File: src/rtl/axi_read_arbiter_if.sv
// Bundle of the two client read ports and the shared AXI3 HP read master port.
// The master modport is the arbiter's view; the slave modport is the environment's view.
interface axi_read_arbiter_if #(
  parameter int ADDR_W = 32,
  parameter int DATA_W = 64
);
  logic [ADDR_W-1:0] s0_araddr;
  logic              s0_arvalid;
  logic              s0_arready;
  logic [DATA_W-1:0] s0_rdata;
  logic              s0_rvalid;
  logic              s0_rready;
  logic              s0_rlast;

  logic [ADDR_W-1:0] s1_araddr;
  logic              s1_arvalid;
  logic              s1_arready;
  logic [DATA_W-1:0] s1_rdata;
  logic              s1_rvalid;
  logic              s1_rready;
  logic              s1_rlast;

  logic [ADDR_W-1:0] M_AXI_ARADDR;
  logic              M_AXI_ARVALID;
  logic              M_AXI_ARREADY;
  logic [3:0]        M_AXI_ARLEN;
  logic [1:0]        M_AXI_ARSIZE;
  logic [1:0]        M_AXI_ARBURST;
  logic [DATA_W-1:0] M_AXI_RDATA;
  logic              M_AXI_RVALID;
  logic              M_AXI_RREADY;
  logic              M_AXI_RLAST;
  logic [1:0]        M_AXI_RRESP;

  modport master (
    input  s0_araddr, s0_arvalid, s0_rready,
    output s0_arready, s0_rdata, s0_rvalid, s0_rlast,
    input  s1_araddr, s1_arvalid, s1_rready,
    output s1_arready, s1_rdata, s1_rvalid, s1_rlast,
    output M_AXI_ARADDR, M_AXI_ARVALID, M_AXI_ARLEN, M_AXI_ARSIZE, M_AXI_ARBURST,
    input  M_AXI_ARREADY,
    input  M_AXI_RDATA, M_AXI_RVALID, M_AXI_RLAST, M_AXI_RRESP,
    output M_AXI_RREADY
  );

  modport slave (
    output s0_araddr, s0_arvalid, s0_rready,
    input  s0_arready, s0_rdata, s0_rvalid, s0_rlast,
    output s1_araddr, s1_arvalid, s1_rready,
    input  s1_arready, s1_rdata, s1_rvalid, s1_rlast,
    input  M_AXI_ARADDR, M_AXI_ARVALID, M_AXI_ARLEN, M_AXI_ARSIZE, M_AXI_ARBURST,
    output M_AXI_ARREADY,
    output M_AXI_RDATA, M_AXI_RVALID, M_AXI_RLAST, M_AXI_RRESP,
    input  M_AXI_RREADY
  );
endinterface

File: src/rtl/axi_read_arbiter.sv
// Round-robin arbiter sharing one AXI3 HP read port between two burst clients.
// Optional AXI_RD_ARB_ERR_EN adds err_sticky/err_count for bad responses and RLAST/count mismatches.
module axi_read_arbiter #(
  parameter int ADDR_W      = 32,
  parameter int DATA_W      = 64,
  parameter int BURST_BEATS = 16
) (
  input  logic               ACLK,
  input  logic               rst,
  axi_read_arbiter_if.master bus,
  output logic               busy,
  output logic               owner
`ifdef AXI_RD_ARB_ERR_EN
  ,
  output logic               err_sticky,
  output logic [15:0]        err_count
`endif
);

  localparam int CNT_W = (BURST_BEATS > 1) ? $clog2(BURST_BEATS) : 1;
  localparam logic [CNT_W-1:0] LAST_CNT = CNT_W'(BURST_BEATS - 1);

  localparam logic [1:0] S_IDLE = 2'd0;
  localparam logic [1:0] S_ADDR = 2'd1;
  localparam logic [1:0] S_DATA = 2'd2;

  logic [1:0]        state;
  logic              rr_ptr;
  logic [CNT_W-1:0]  beat_cnt;

  logic              gnt_valid;
  logic              gnt_idx;
  logic [ADDR_W-1:0] gnt_addr;
  logic [DATA_W-1:0] rdata_bcast;
  logic              in_data;
  logic              rready_sel;
  logic              beat;

  // Grant is only meaningful in IDLE; with both requesting, rr_ptr breaks the tie.
  // NOTE: every always_comb output gets a default first so no path leaves it unassigned (no latch).
  always_comb begin
    gnt_valid = 1'b0;
    gnt_idx   = 1'b0;
    if (state == S_IDLE) begin
      gnt_valid = bus.s0_arvalid | bus.s1_arvalid;
      gnt_idx   = (bus.s0_arvalid && bus.s1_arvalid) ? rr_ptr : bus.s1_arvalid;
    end
  end

  assign gnt_addr = gnt_idx ? bus.s1_araddr : bus.s0_araddr;

  assign bus.s0_arready = gnt_valid && !gnt_idx;
  assign bus.s1_arready = gnt_valid &&  gnt_idx;

  assign bus.M_AXI_ARVALID = (state == S_ADDR);
  assign bus.M_AXI_ARLEN   = 4'(BURST_BEATS - 1);
  assign bus.M_AXI_ARSIZE  = 2'b11;
  assign bus.M_AXI_ARBURST = 2'b01;

  assign in_data    = (state == S_DATA);
  assign rready_sel = owner ? bus.s1_rready : bus.s0_rready;
  assign bus.M_AXI_RREADY = in_data && rready_sel;
  assign beat       = in_data && bus.M_AXI_RVALID && rready_sel;

  assign rdata_bcast  = bus.M_AXI_RDATA;
  assign bus.s0_rdata = rdata_bcast;
  assign bus.s1_rdata = rdata_bcast;

  assign bus.s0_rvalid = in_data && !owner && bus.M_AXI_RVALID;
  assign bus.s1_rvalid = in_data &&  owner && bus.M_AXI_RVALID;
  assign bus.s0_rlast  = in_data && !owner && bus.M_AXI_RLAST;
  assign bus.s1_rlast  = in_data &&  owner && bus.M_AXI_RLAST;

  assign busy = (state != S_IDLE);

  // RLAST alone ends the burst; beat_cnt parks at zero if the slave overruns the length.
  // NOTE: state registers use non-blocking assignments so every flop samples pre-edge values.
  always_ff @(posedge ACLK) begin
    if (rst) begin
      state            <= S_IDLE;
      rr_ptr           <= 1'b0;
      owner            <= 1'b0;
      bus.M_AXI_ARADDR <= '0;
      beat_cnt         <= '0;
    end else begin
      case (state)
        S_IDLE: begin
          if (gnt_valid) begin
            bus.M_AXI_ARADDR <= gnt_addr;
            owner            <= gnt_idx;
            rr_ptr           <= ~gnt_idx;
            state            <= S_ADDR;
          end
        end
        S_ADDR: begin
          if (bus.M_AXI_ARREADY) begin
            beat_cnt <= LAST_CNT;
            state    <= S_DATA;
          end
        end
        S_DATA: begin
          if (beat) begin
            if (beat_cnt != '0) beat_cnt <= beat_cnt - 1'b1;
            if (bus.M_AXI_RLAST) state <= S_IDLE;
          end
        end
        default: state <= S_IDLE;
      endcase
    end
  end

`ifdef AXI_RD_ARB_ERR_EN
  logic err_evt;

  // A mismatch is RLAST arriving off-count, or the counted last beat arriving without RLAST.
  assign err_evt = beat && ((bus.M_AXI_RRESP != 2'b00) ||
                            (bus.M_AXI_RLAST != (beat_cnt == '0)));

  always_ff @(posedge ACLK) begin
    if (rst) begin
      err_sticky <= 1'b0;
      err_count  <= '0;
    end else if (err_evt) begin
      err_sticky <= 1'b1;
      if (err_count != 16'hFFFF) err_count <= err_count + 16'd1;
    end
  end
`else
  logic unused_rresp;
  assign unused_rresp = ^bus.M_AXI_RRESP;
`endif

endmodule

File: src/flat_wrapper.sv
// flat-port wrapper written by rule: the top's interface ports become plain ports
module axi_read_arbiter_flat 
#(
  parameter int ADDR_W      = 32,
  parameter int DATA_W      = 64,
  parameter int BURST_BEATS = 16
)
  (ACLK, rst, busy, owner, bus_s0_araddr, bus_s0_arvalid, bus_s0_rready, bus_s0_arready, bus_s0_rdata, bus_s0_rvalid, bus_s0_rlast, bus_s1_araddr, bus_s1_arvalid, bus_s1_rready, bus_s1_arready, bus_s1_rdata, bus_s1_rvalid, bus_s1_rlast, bus_M_AXI_ARADDR, bus_M_AXI_ARVALID, bus_M_AXI_ARLEN, bus_M_AXI_ARSIZE, bus_M_AXI_ARBURST, bus_M_AXI_ARREADY, bus_M_AXI_RDATA, bus_M_AXI_RVALID, bus_M_AXI_RLAST, bus_M_AXI_RRESP, bus_M_AXI_RREADY);
  axi_read_arbiter_if #(.ADDR_W(ADDR_W), .DATA_W(DATA_W)) bus_i ();
  input  logic ACLK;
  input  logic rst;
  output logic busy;
  output logic owner;
  input wire logic [$bits(bus_i.s0_araddr)-1:0] bus_s0_araddr;
  input wire logic [$bits(bus_i.s0_arvalid)-1:0] bus_s0_arvalid;
  input wire logic [$bits(bus_i.s0_rready)-1:0] bus_s0_rready;
  output wire logic [$bits(bus_i.s0_arready)-1:0] bus_s0_arready;
  output wire logic [$bits(bus_i.s0_rdata)-1:0] bus_s0_rdata;
  output wire logic [$bits(bus_i.s0_rvalid)-1:0] bus_s0_rvalid;
  output wire logic [$bits(bus_i.s0_rlast)-1:0] bus_s0_rlast;
  input wire logic [$bits(bus_i.s1_araddr)-1:0] bus_s1_araddr;
  input wire logic [$bits(bus_i.s1_arvalid)-1:0] bus_s1_arvalid;
  input wire logic [$bits(bus_i.s1_rready)-1:0] bus_s1_rready;
  output wire logic [$bits(bus_i.s1_arready)-1:0] bus_s1_arready;
  output wire logic [$bits(bus_i.s1_rdata)-1:0] bus_s1_rdata;
  output wire logic [$bits(bus_i.s1_rvalid)-1:0] bus_s1_rvalid;
  output wire logic [$bits(bus_i.s1_rlast)-1:0] bus_s1_rlast;
  output wire logic [$bits(bus_i.M_AXI_ARADDR)-1:0] bus_M_AXI_ARADDR;
  output wire logic [$bits(bus_i.M_AXI_ARVALID)-1:0] bus_M_AXI_ARVALID;
  output wire logic [$bits(bus_i.M_AXI_ARLEN)-1:0] bus_M_AXI_ARLEN;
  output wire logic [$bits(bus_i.M_AXI_ARSIZE)-1:0] bus_M_AXI_ARSIZE;
  output wire logic [$bits(bus_i.M_AXI_ARBURST)-1:0] bus_M_AXI_ARBURST;
  input wire logic [$bits(bus_i.M_AXI_ARREADY)-1:0] bus_M_AXI_ARREADY;
  input wire logic [$bits(bus_i.M_AXI_RDATA)-1:0] bus_M_AXI_RDATA;
  input wire logic [$bits(bus_i.M_AXI_RVALID)-1:0] bus_M_AXI_RVALID;
  input wire logic [$bits(bus_i.M_AXI_RLAST)-1:0] bus_M_AXI_RLAST;
  input wire logic [$bits(bus_i.M_AXI_RRESP)-1:0] bus_M_AXI_RRESP;
  output wire logic [$bits(bus_i.M_AXI_RREADY)-1:0] bus_M_AXI_RREADY;
  assign bus_i.s0_araddr = bus_s0_araddr;
  assign bus_i.s0_arvalid = bus_s0_arvalid;
  assign bus_i.s0_rready = bus_s0_rready;
  assign bus_s0_arready = bus_i.s0_arready;
  assign bus_s0_rdata = bus_i.s0_rdata;
  assign bus_s0_rvalid = bus_i.s0_rvalid;
  assign bus_s0_rlast = bus_i.s0_rlast;
  assign bus_i.s1_araddr = bus_s1_araddr;
  assign bus_i.s1_arvalid = bus_s1_arvalid;
  assign bus_i.s1_rready = bus_s1_rready;
  assign bus_s1_arready = bus_i.s1_arready;
  assign bus_s1_rdata = bus_i.s1_rdata;
  assign bus_s1_rvalid = bus_i.s1_rvalid;
  assign bus_s1_rlast = bus_i.s1_rlast;
  assign bus_M_AXI_ARADDR = bus_i.M_AXI_ARADDR;
  assign bus_M_AXI_ARVALID = bus_i.M_AXI_ARVALID;
  assign bus_M_AXI_ARLEN = bus_i.M_AXI_ARLEN;
  assign bus_M_AXI_ARSIZE = bus_i.M_AXI_ARSIZE;
  assign bus_M_AXI_ARBURST = bus_i.M_AXI_ARBURST;
  assign bus_i.M_AXI_ARREADY = bus_M_AXI_ARREADY;
  assign bus_i.M_AXI_RDATA = bus_M_AXI_RDATA;
  assign bus_i.M_AXI_RVALID = bus_M_AXI_RVALID;
  assign bus_i.M_AXI_RLAST = bus_M_AXI_RLAST;
  assign bus_i.M_AXI_RRESP = bus_M_AXI_RRESP;
  assign bus_M_AXI_RREADY = bus_i.M_AXI_RREADY;
  axi_read_arbiter #(.ADDR_W(ADDR_W), .DATA_W(DATA_W), .BURST_BEATS(BURST_BEATS)) u_core (.ACLK(ACLK), .rst(rst), .bus(bus_i), .busy(busy), .owner(owner));
endmodule
File: config.mk
export PLATFORM = sky130hd
export DESIGN_NAME = axi_read_arbiter_flat
export DESIGN_NICKNAME = d
export VERILOG_FILES = /design/src/rtl/axi_read_arbiter_if.sv /design/src/rtl/axi_read_arbiter.sv /design/src/flat_wrapper.sv
export SDC_FILE = /design/constraint.sdc
export NUM_CORES = 1
export LEC_CHECK = 0
export CORE_AREA = 2 2 122 124
export DETAILED_ROUTE_END_ITERATION = 12
export DIE_AREA = 0 0 124 126
export PLACE_DENSITY_LB_ADDON = 0.1
export RECOVER_POWER = 50
export SLEW_MARGIN = 20
export SYNTH_ARGS = -nofsm -noshare
export SYNTH_HDL_FRONTEND = slang
export SYNTH_SLANG_ARGS = --single-unit
File: constraint.sdc
create_clock -name ACLK -period 1.79 [get_ports ACLK]
set_clock_uncertainty 0.15 [all_clocks]
set_input_delay 0.2685 -clock ACLK [delete_from_list [all_inputs] [get_ports ACLK]]
set_output_delay 0.2685 -clock ACLK [all_outputs]
set_load 0.1 [all_outputs]
==> results.md <==
Run status:
- The flow ran to the end, and the final reports show no timing, DRC or antenna violations.

Clock tree:
- The clock latency on the worst-skew pair is 0.28 ns.
- The number of clock buffers added by TritonCTS is 5.
- The clock tree from TritonCTS is done.
- The hold buffer count at CTS is 0.
- The clock drives 36 sinks.
- The H-tree depth is 2.
- The maximum count of clock buffers along a single path is 2.
- Clock tree synthesis selected as its root buffer the cell sky130_fd_sc_hd__clkbuf_16.

Layout:
- The layout overhead on the synthesized area is 39.2%.
- Once layout is complete, the cells apart from fillers number 525.
- The filler cell count in the final layout is 1551.
- The number of inserted diodes is 0.
- The core utilization of the finished layout is 0.267.
- In the final layout, the share of cells above drive strength 1 is 0.258.
- After the last flow step, the layout net total stands at 479.

Timing:
- Setup repair after global routing left no endpoint under its margin.
- The final count of hold timing violations is 0.
- Of the available clock period, the critical path in the final layout requires 0.970.
- The post-layout minimum cycle time is 1.74 ns.
- Derived from the worst setup path, the maximum achievable clock frequency is 576 MHz.
- The number of pins with negative max-slew slack in the final report is 0.
- The count of endpoints failing setup in the final report is 0.

Placed design:
- The HPWL reported at the end of detailed placement is 6680 um.
- The count of buffers inserted at the top-level ports is 114.
- The total instance count after detailed placement is 515.
- The routability congestion estimate from global placement is 0.693.

Logic synthesis:
- sky130_fd_sc_hd__buf_4 takes more of the synthesized area than any other cell.
- By count the netlist is led by 137 x sky130_fd_sc_hd__buf_4, 64 x sky130_fd_sc_hd__nand3_1, 36 x sky130_fd_sc_hd__dfxtp_1.
- The share of synthesized registers carrying an async set or reset is 0.
- The dominant synthesized flop cell is sky130_fd_sc_hd__dfxtp_1.
- In this run the mean area of a mapped cell was 7.73 sq um.
- Synthesis inferred 36 register bits.
- The synthesized design contains 0 enable-type register cells.
- Synthesis handed over a netlist of 355 instances.
- The area fraction of the dominant cell type after synthesis is 0.375.
- For this run, the register share of the synthesized area comes to 0.263.
- By area the synthesized netlist is led by sky130_fd_sc_hd__buf_4 38%, sky130_fd_sc_hd__dfxtp_1 26%, sky130_fd_sc_hd__nand3_1 12%.
- The distinct cell type count after synthesis is 25.
- Yosys instantiated no cell more often than sky130_fd_sc_hd__buf_4.
- The yosys synthesis warning count is 0.
- In this run the cell area of the synthesized design comes to 0.00274 sq mm.

Route:
- The number of DRC markers in iteration 0 is 155.
- For this run, design rule violations remaining after detail routing come to 0.
- The first-pass iteration count of the detailed router is 4.
- The total length of routed wires is 9820 um.
- The routed layout has 2283 vias.
- The remaining number of nets flagged by the antenna check after routing is 0.
- Using the TritonRoute via totals, the vias-per-cell ratio works out to 4.35.
- Dividing the detail-routed wire length by the instance count gives 18.7 um.

Worst setup path:
- The worst stage delay on the critical path is 0.47 ns.
- Among all stages on the critical path, the largest delay is contributed by sky130_fd_sc_hd__clkdlybuf4s50_1.
- The worst path arrival time is 1.32 ns.
- Of all nets on the critical path, the largest fanout is 2.
- The path type of the worst setup path is input port to primary output.
- The launching element of the worst setup path is bus_s0_arvalid.
- Walking the worst path, the cells encountered are clkdlybuf4s50_1, a21boi_4, nand2_2, clkinvlp_4, buf_12.
- The kind of capture point of the worst setup path is a primary output.
- The worst setup path is launched from an input port.
- The combined buffer and inverter count along the critical path is 3.
- Grouping stages by cell kind, the critical path spends the most delay in buffers and inverters.
- The required time at the worst-slack endpoint is 1.37 ns.
- The start of the worst register-to-register path is u_core.state[1].

Global route:
- The number of antenna violations at the first check in global routing is 0.
- In the global route stage, overall resource usage came out at 0.122.
- The first global-routing pass estimated 14300 um of wire.
- The via count of the first global-routing pass is 2336.
- The overall overflow remaining after global route is 0.
- Entering global routing, the biggest net connects 37 pins.

Die:
- The die is 126 um tall.
- During I/O placement, the number of pins put on the boundary was 317.
- The die is 124 um wide.
- The floorplan step defined a core boundary enclosing 0.0143 sq mm.
- The number of standard-cell rows in the floorplan is 44.
- The die outline area is 0.0156 sq mm.
- The initial cell density of the core is 0.192.

Job:
- The max-cap check violation count is 0.

Worst hold path:
- The startpoint of the tightest hold check path is bus_M_AXI_RDATA[6].
- The worst hold path class is input port to primary output.

Power:
- The highest ir drop seen on vdd is 0.500 mV.
- The static leakage power is 1.36 nW.
- For this design the ratio of total power to cell area is 974 mW/mm^2.
-- cells in the final DEF, fill, tap and decap left out, drive strengths merged --
master / instances
clkinvlp: 2
a21boi: 1
o21ai: 36
a21oi: 4
nand2: 4
dfxtp: 36
clkbuf: 7
nor2b: 2
nand2b: 3
nand3: 64
and3: 2
nor3b: 3
a31oi: 32
buf: 59
clkdlybuf4s50: 71
mux2i: 1
nor2: 3
conb: 8
bufinv: 1
dlygate4sd2: 1
inv: 1
-- stage by stage --
stage	hold slack (ns)	setup WS, ns	area [sq um]	TNS [ns]	total power (W)
final	0.387	0.0530	3820	0	0.00372
after global routing	0.387	0.00658	3820	0	0.00387
after CTS	0.388	0.0246	3810	0	0.00377
after detailed placement	0.373	-0.101	3600	-1.65	0.00262
after global placement	0.374	-0.111	3600	-1.14	0.00262
after floorplan	0.247	0.0167	2820	0	0.00328
-- where the power goes --
group,leakage (nW),internal [W],switching [W],total [W]
combinational,0.969,0.000598,0.00104,0.00164
clock,0.0901,0.000735,0.000375,0.00111
sequential,0.298,0.000881,0.0000915,0.000973
total,1.36,0.00221,0.00151,0.00372
-- flip-flops by register name (all words and copies together), names as in the netlist --
register and flops:
u_core.bus.M_AXI_ARADDR 32, u_core.state 2, u_core.owner 1, u_core.rr_ptr 1
-- per-layer routing --
| metal | GRT usage | vias to the layer above | part of all wire |
|---|---|---|---|
| met5 | 0 | - | 0 |
| met4 | 0.0628 | 0 | 0.037 |
| met3 | 0.0371 | 52 | 0.094 |
| met2 | 0.188 | 112 | 0.45 |
| met1 | 0.153 | 1076 | 0.42 |
| li1 | - | 1043 | - |
-- final cells by class --
cell class | instances | area (sq um) | area share
Clock buffer | 7 | 153 | 0.0400
Clock inverter | 1 | 30.0 | 0.00787
Inverter | 3 | 18.8 | 0.00492
Multi-Input combinational cell | 163 | 952 | 0.249
Sequential cell | 36 | 729 | 0.191
Tap cell | 184 | 230 | 0.0603
Timing Repair Buffer | 131 | 1700 | 0.446
-- worst reg2reg max path: stages (launching register included) --
cell and delay [ns]:
sky130_fd_sc_hd__dfxtp_4 0.38, sky130_fd_sc_hd__nor3b_4 0.23, sky130_fd_sc_hd__buf_4 0.14, sky130_fd_sc_hd__buf_4 0.24, sky130_fd_sc_hd__nand3_1 0.14, sky130_fd_sc_hd__a31oi_1 0.14
-- worst paths after layout --
path	endpoint	slack, ns	cells past startpoint
worst min-delay path	bus_s0_rdata[6]	0.39	0
worst min register to register	u_core.bus.M_AXI_ARADDR[7]	0.39	2
worst max register to register	u_core.bus.M_AXI_ARADDR[20]	0.30	5
worst max-delay path	bus_s0_arready	0.05	5
-- logic make-up (layout without fill, tap and decap cells) --
group | Yosys count | count (layout) | synth area share
multiplexers | 1 | 1 | 0.00365
other | 2 | 8 | 0.00274
AO/OA/AOI/OAI | 73 | 73 | 0.150
AND/OR/NAND/NOR | 81 | 81 | 0.158
buffers and inverters | 162 | 142 | 0.422
flip-flops | 36 | 36 | 0.263
-- timing repair --
action                                 4_1_cts  5_1_grt
pin swaps                                    1        0
resized for setup                            5        2
setup endpoints to repair                    5        2
endpoints found under the hold margin        0        0
buffers inserted                             2        0
Power figures use the tool's default switching activity.
